### src/rtl/core_ctrl_fsm_pkg.sv
// Shared opcode, funct3, state and mux-select encodings for the
// PhilosophyV multi-cycle control sequencer.
package core_ctrl_fsm_pkg;

  localparam logic [6:0] OP_LUI     = 7'b0110111;
  localparam logic [6:0] OP_AUIPC   = 7'b0010111;
  localparam logic [6:0] OP_JAL     = 7'b1101111;
  localparam logic [6:0] OP_JALR    = 7'b1100111;
  localparam logic [6:0] OP_BRANCH  = 7'b1100011;
  localparam logic [6:0] OP_LOAD    = 7'b0000011;
  localparam logic [6:0] OP_STORE   = 7'b0100011;
  localparam logic [6:0] OP_ALU_IMM = 7'b0010011;
  localparam logic [6:0] OP_ALU_REG = 7'b0110011;

  localparam logic [2:0] F3_BEQ  = 3'b000;
  localparam logic [2:0] F3_BNE  = 3'b001;
  localparam logic [2:0] F3_BLT  = 3'b100;
  localparam logic [2:0] F3_BGE  = 3'b101;
  localparam logic [2:0] F3_BLTU = 3'b110;
  localparam logic [2:0] F3_BGEU = 3'b111;

  localparam logic [2:0] ST_FETCH   = 3'd0;
  localparam logic [2:0] ST_DECODE  = 3'd1;
  localparam logic [2:0] ST_EXECUTE = 3'd2;
  localparam logic [2:0] ST_MEM     = 3'd3;
  localparam logic [2:0] ST_WB      = 3'd4;
  localparam logic [2:0] ST_HALT    = 3'd5;

  localparam logic [1:0] WB_ALU = 2'b00;
  localparam logic [1:0] WB_MEM = 2'b01;
  localparam logic [1:0] WB_PC4 = 2'b10;

  localparam logic [1:0] PC_PLUS4   = 2'b00;
  localparam logic [1:0] PC_ALU     = 2'b01;
  localparam logic [1:0] PC_ALU_ALN = 2'b10;

  function automatic logic is_legal(input logic [6:0] op);
    logic ok;
    case (op)
      OP_LUI, OP_AUIPC, OP_JAL, OP_JALR,
      OP_BRANCH, OP_LOAD, OP_STORE,
      OP_ALU_IMM, OP_ALU_REG: ok = 1'b1;
      default:                ok = 1'b0;
    endcase
    return ok;
  endfunction

endpackage

### src/rtl/core_ctrl_fsm_branch_resolve.sv
// Branch condition resolver: funct3 plus comparator flags to taken.
module branch_resolve
  import core_ctrl_fsm_pkg::*;
(
  input  logic [2:0] funct3,
  input  logic       cmp_eq,
  input  logic       cmp_lt,
  input  logic       cmp_ltu,
  output logic       taken
);

  always_comb begin
    taken = 1'b0;
    unique case (funct3)
      F3_BEQ:  taken = cmp_eq;
      F3_BNE:  taken = !cmp_eq;
      F3_BLT:  taken = cmp_lt;
      F3_BGE:  taken = !cmp_lt;
      F3_BLTU: taken = cmp_ltu;
      F3_BGEU: taken = !cmp_ltu;
      default: taken = 1'b0;
    endcase
  end

endmodule

### src/rtl/core_ctrl_fsm.sv
// Multi-cycle FETCH/DECODE/EXECUTE/MEM/WB sequencer for the
// PhilosophyV RV32I core, with a retired-instruction counter.
module core_ctrl_fsm
  import core_ctrl_fsm_pkg::*;
#(
  parameter int N = 32
) (
  input  logic         clk,
  input  logic         rst,
  input  logic [6:0]   opcode,
  input  logic [2:0]   funct3,
  input  logic         cmp_eq,
  input  logic         cmp_lt,
  input  logic         cmp_ltu,
  output logic         imem_req,
  input  logic         imem_ready,
  output logic         dmem_req,
  output logic         dmem_we,
  input  logic         dmem_ready,
  output logic         ir_load,
  output logic         control_override,
  output logic         alu_a_sel,
  output logic         alu_b_sel,
  output logic [1:0]   wb_sel,
  output logic [1:0]   pc_sel,
  output logic         pc_write,
  output logic         reg_write,
  output logic         retire,
  output logic         illegal_instr,
  output logic [N-1:0] instret
);

  logic [2:0]   state;
  logic [2:0]   state_nxt;
  logic [N-1:0] cnt;
  logic         taken;

  logic is_alu;
  logic is_load;
  logic is_store;
  logic is_jal;
  logic is_jalr;
  logic is_branch;
  logic use_pc_a;
  logic use_imm_b;

  assign is_alu    = (opcode == OP_ALU_REG) || (opcode == OP_ALU_IMM);
  assign is_load   = (opcode == OP_LOAD);
  assign is_store  = (opcode == OP_STORE);
  assign is_jal    = (opcode == OP_JAL);
  assign is_jalr   = (opcode == OP_JALR);
  assign is_branch = (opcode == OP_BRANCH);
  assign use_pc_a  = (opcode == OP_AUIPC) || is_jal || is_branch;
  assign use_imm_b = (opcode != OP_ALU_REG);

  branch_resolve u_branch_resolve (
    .funct3  (funct3),
    .cmp_eq  (cmp_eq),
    .cmp_lt  (cmp_lt),
    .cmp_ltu (cmp_ltu),
    .taken   (taken)
  );

  // No ALU output register: operand selects stay valid from EXECUTE on.
  always_comb begin
    state_nxt        = state;
    imem_req         = 1'b0;
    dmem_req         = 1'b0;
    dmem_we          = 1'b0;
    ir_load          = 1'b0;
    control_override = 1'b0;
    alu_a_sel        = 1'b0;
    alu_b_sel        = 1'b0;
    wb_sel           = WB_ALU;
    pc_sel           = PC_PLUS4;
    pc_write         = 1'b0;
    reg_write        = 1'b0;
    retire           = 1'b0;
    illegal_instr    = 1'b0;
    if (!rst) begin
      case (state)
        ST_FETCH: begin
          imem_req = 1'b1;
          if (imem_ready) begin
            ir_load   = 1'b1;
            state_nxt = ST_DECODE;
          end
        end
        ST_DECODE: begin
          state_nxt = is_legal(opcode) ? ST_EXECUTE : ST_HALT;
        end
        ST_EXECUTE: begin
          control_override = !is_alu;
          alu_a_sel        = use_pc_a;
          alu_b_sel        = use_imm_b;
          if (is_jal)  pc_sel = PC_ALU;
          if (is_jalr) pc_sel = PC_ALU_ALN;
          if (is_branch) begin
            pc_write  = 1'b1;
            pc_sel    = taken ? PC_ALU : PC_PLUS4;
            retire    = 1'b1;
            state_nxt = ST_FETCH;
          end else if (is_load || is_store) begin
            state_nxt = ST_MEM;
          end else begin
            state_nxt = ST_WB;
          end
        end
        ST_MEM: begin
          control_override = 1'b1;
          alu_a_sel        = use_pc_a;
          alu_b_sel        = use_imm_b;
          dmem_req         = 1'b1;
          dmem_we          = is_store;
          if (dmem_ready) begin
            if (is_store) begin
              pc_write  = 1'b1;
              retire    = 1'b1;
              state_nxt = ST_FETCH;
            end else begin
              state_nxt = ST_WB;
            end
          end
        end
        ST_WB: begin
          control_override = !is_alu;
          alu_a_sel        = use_pc_a;
          alu_b_sel        = use_imm_b;
          reg_write        = 1'b1;
          retire           = 1'b1;
          pc_write         = 1'b1;
          if (is_load)             wb_sel = WB_MEM;
          else if (is_jal|is_jalr) wb_sel = WB_PC4;
          if (is_jal)  pc_sel = PC_ALU;
          if (is_jalr) pc_sel = PC_ALU_ALN;
          state_nxt = ST_FETCH;
        end
        ST_HALT: begin
          illegal_instr = 1'b1;
        end
        default: state_nxt = ST_FETCH;
      endcase
    end
  end

  always_ff @(posedge clk) begin
    if (rst) begin
      state <= ST_FETCH;
      cnt   <= '0;
    end else begin
      state <= state_nxt;
      if (retire) cnt <= cnt + 1'b1;
    end
  end

  assign instret = rst ? '0 : cnt;

endmodule

### config.mk
export PLATFORM = sky130hd
export DESIGN_NAME = core_ctrl_fsm
export DESIGN_NICKNAME = d
export VERILOG_FILES = /design/src/rtl/core_ctrl_fsm_pkg.sv /design/src/rtl/core_ctrl_fsm_branch_resolve.sv /design/src/rtl/core_ctrl_fsm.sv
export SDC_FILE = /design/constraint.sdc
export NUM_CORES = 1
export LEC_CHECK = 0
export BUFFER_PORTS_ARGS = -buffer_cell sky130_fd_sc_hd__buf_2
export CORE_MARGIN = 2
export CORE_UTILIZATION = 47
export DETAILED_ROUTE_END_ITERATION = 6
export PLACE_DENSITY = 0.75
export SKIP_LAST_GASP = 1
export SLEW_MARGIN = 10
export SYNTH_ARGS = -nofsm -noshare
export SYNTH_HDL_FRONTEND = slang
export SYNTH_SLANG_ARGS = --single-unit
### constraint.sdc
create_clock -name clk -period 2.8 [get_ports clk]
set_input_delay 0.84 -clock clk [delete_from_list [all_inputs] [get_ports clk]]
set_output_delay 0.84 -clock clk [all_outputs]
set_load 0.005 [all_outputs]
==> summary.txt <==
GRT
  • First-pass GRT wire length: 9940 µm
  • Largest net degree at the start of global routing: 40
  • GRT Util Overall: 0.222
  • Initial antenna violation count: 0
  • Gr ovfl total: 0
  • Vias in the first global route: approximately 2,200

Logic synthesis
  • Yosys top cell by area: dfxtp_1
  • Synth top area cells: dfxtp_1, mux2_2, nor2b_1
  • Mapped Avg Cell Area: between 7 and 8 µm²
  • Post-synthesis instance total: 310
  • Yosys warnings: 0
  • Syn Std Cell Area: between 0.002 and 0.0025 mm²
  • Netlist cell types: slightly below 60
  • Ys flop type: dfxtp_1
  • Yosys reg bits: 35
  • Post-synth top area share: 0.289
  • Top cells by count, synth: dfxtp_1, nor2_1, nor2b_1, nand2_1, mux2_2
  • Ys async rst share: 0
  • Post-synthesis sequential area ratio: 0.289
  • EDFF count, synth: 0
  • Post-Syn Nets: 328

Run status
  • Status: finished, violations left
  • Failing checks: setup timing

Clock network
  • CTS Buffer Depth: 2
  • Worst skew pair latency: 0.29 ns
  • Clock H-tree levels: 2
  • Clk sinks: 35
  • Clock root cell: clkbuf_8
  • Worst-path clk slew: 0.07 ns
  • Inserted Clock Buffers: 5
  • TritonCTS clock tree: yes
  • Hold_buf cts: 0

Place
  • PortBufs: 63
  • Placed wire-length estimate: 4650 µm
  • GPL Wtd Cong: 0.854

Die
  • Ports: 64
  • Row cnt: 26
  • Core area: 0.00504 mm²
  • Initial core utilization: 0.481
  • Die area: 0.00575 mm²
  • Die height: 75.8 µm
  • Die width: about 76 µm

Final layout
  • ANT cells: 0
  • Fillers: 482
  • Register Area: 701 µm²
  • Multi-input gate area: 0.00163 mm²
  • Nets: approximately 400
  • Area growth syn-to-layout: 25.0%
  • Layout cells sized above 1: 0.333

STA
  • Worst-margin pin slew: 0.504 ns
  • RSZ-0062 raised after global routing: yes
  • Final worst path period share: 1.01
  • Final TNS setup: -0.0411 ns
  • Final hold violation count: 0
  • Post-Route Skew: about 0.0035 ns
  • Max-slew violations: 0
  • Final worst setup slack: -0.0411 ns
  • Slew Limit Headroom: 0.663
  • Setup violators final: 1
  • Max Clock Freq: 0.352 GHz
  • Min Hold Slack: 0.504 ns
  • Crit path time final: approximately 2.8 ns

Worst setup path
  • Worst-path fanout max: 4
  • R2R depth: 7
  • CP required: approximately 2 ns
  • Critical Path Start: opcode[4]
  • R2R Setup Slk: roughly 0.33 ns
  • R2R Path End: cnt[15]$_SDFFE_PP0P_
  • Startpoint Class: input port
  • CP endpoint kind: primary output
  • RR Startpoint: state[2]$_SDFFE_PP0P_
  • Critical setup path kind: in -> out
  • Critical path arrival: 2.00 ns

Route
  • # DRC: 0
  • Vias: around 2,500
  • First-pass iteration count of the detailed router: 4
  • Routed vias/inst: ~5.6
  • Avg WL per Cell: around 14 µm
  • Antenna Nets Post-Route: 0
  • Total Wirelength: 6210 µm
  • Initial DRC count: 167

Pwr
  • Max VDD drop: 322 µV
  • PD cells: between 300 and 400 mW/mm²
  • Leakage: 1.24 nW

Hold path
  • Min-delay src: cnt[26]$_SDFFE_PP0P_
  • Worst hold stages: 2
  • Hold crit path type: reg -> reg
  • Hold EP: cnt[26]$_SDFFE_PP0P_

Run
  • Max Cap Violations: 0
layout make-up:
type | count | share of cell area
repair buffers | 82 | 0.159
inverters | 8 | 0.00991
well taps | 70 | 0.0289
multi-input cells | 245 | 0.538
flip-flops and latches | 35 | 0.231
clock buffers | 8 | 0.0330
layout by cell type (no fill, tap or decap), drive strengths merged, types with 2 or more instances in the layout:
cell type / instances
nor3: 13
clkbuf: 9
o41ai: 3
nor4: 11
nor2b: 31
a21boi: 2
nor2: 35
inv: 8
a21oi: 16
and3: 6
and2: 2
buf: 81
mux2: 19
nand2: 24
dfxtp: 35
xnor2: 4
nand3: 10
or4b: 2
nor4b: 2
nand3b: 3
nand4: 13
nand4bb: 2
nor3b: 2
o21ai: 13
or3: 9
o31ai: 2
o21bai: 2
flip-flops by register name (all words and copies together) (netlist names):
signal and flops:
cnt 32, state 3
metal layers:
layer  GRT usage  share of wire  vias to the layer above
met5           0              0                        -
met4      0.0448         0.0055                        0
met1       0.287           0.45                     1186
met2       0.378           0.50                       72
li1            -              -                     1248
met3      0.0516          0.047                        4
where the power goes:
group	switching [mW]	internal, mW
Combinational	0.0732	0.0588
Sequential	0.0107	0.501
Clock	0.185	0.225
through the flow:
stage	utilization	setup WS, ns	cell area, µm²	total power [mW]	cells
detailed placement	0.567	-0.0773	2860	0.645	438
global placement	0.567	-0.0159	2860	0.642	438
global route	0.601	-0.107	3030	1.09	448
finish	0.601	-0.0411	3030	1.05	448
CTS	0.587	-0.0493	2960	1.05	446
floorplan	-	-0.0340	2440	0.599	310
critical path, stage by stage:
cell       delay [ns]
buf_4            0.12
nand3b_4         0.16
or4_4            0.52
a2bb2oi_2        0.14
nor2_1           0.09
buf_2            0.12
logic make-up (layout without fill, tap and decap cells):
family	Yosys count	after routing	share of synthesized area
AND/OR/NAND/NOR	170	170	0.405
AO/OA/AOI/OAI	49	49	0.131
flip-flops	35	35	0.289
buffers and inverters	30	98	0.0594
multiplexers	20	20	0.0924
XOR/XNOR	5	5	0.0181
adder cells (fa/ha/maj)	1	1	0.00516
worst max-delay path by stage:
stage / endpoint / cells past startpoint
floorplan: retire / 7
global placement: pc_sel[0] / 6
detailed placement: pc_sel[0] / 6
CTS: pc_sel[0] / 6
global route: pc_sel[1] / 6
finish: pc_sel[0] / 6
repair_timing:
| item | CTS | global route |
|---|---|---|
| gates resized for setup | 0 | 10 |
| setup buffers | 0 | 2 |
| pin swaps | 1 | 1 |
| cloned | 0 | 0 |
| endpoints found under the hold margin | 0 | 0 |
| endpoints found under the setup margin | 1 | 8 |
Note: power is estimated with default switching activity, not from simulation.
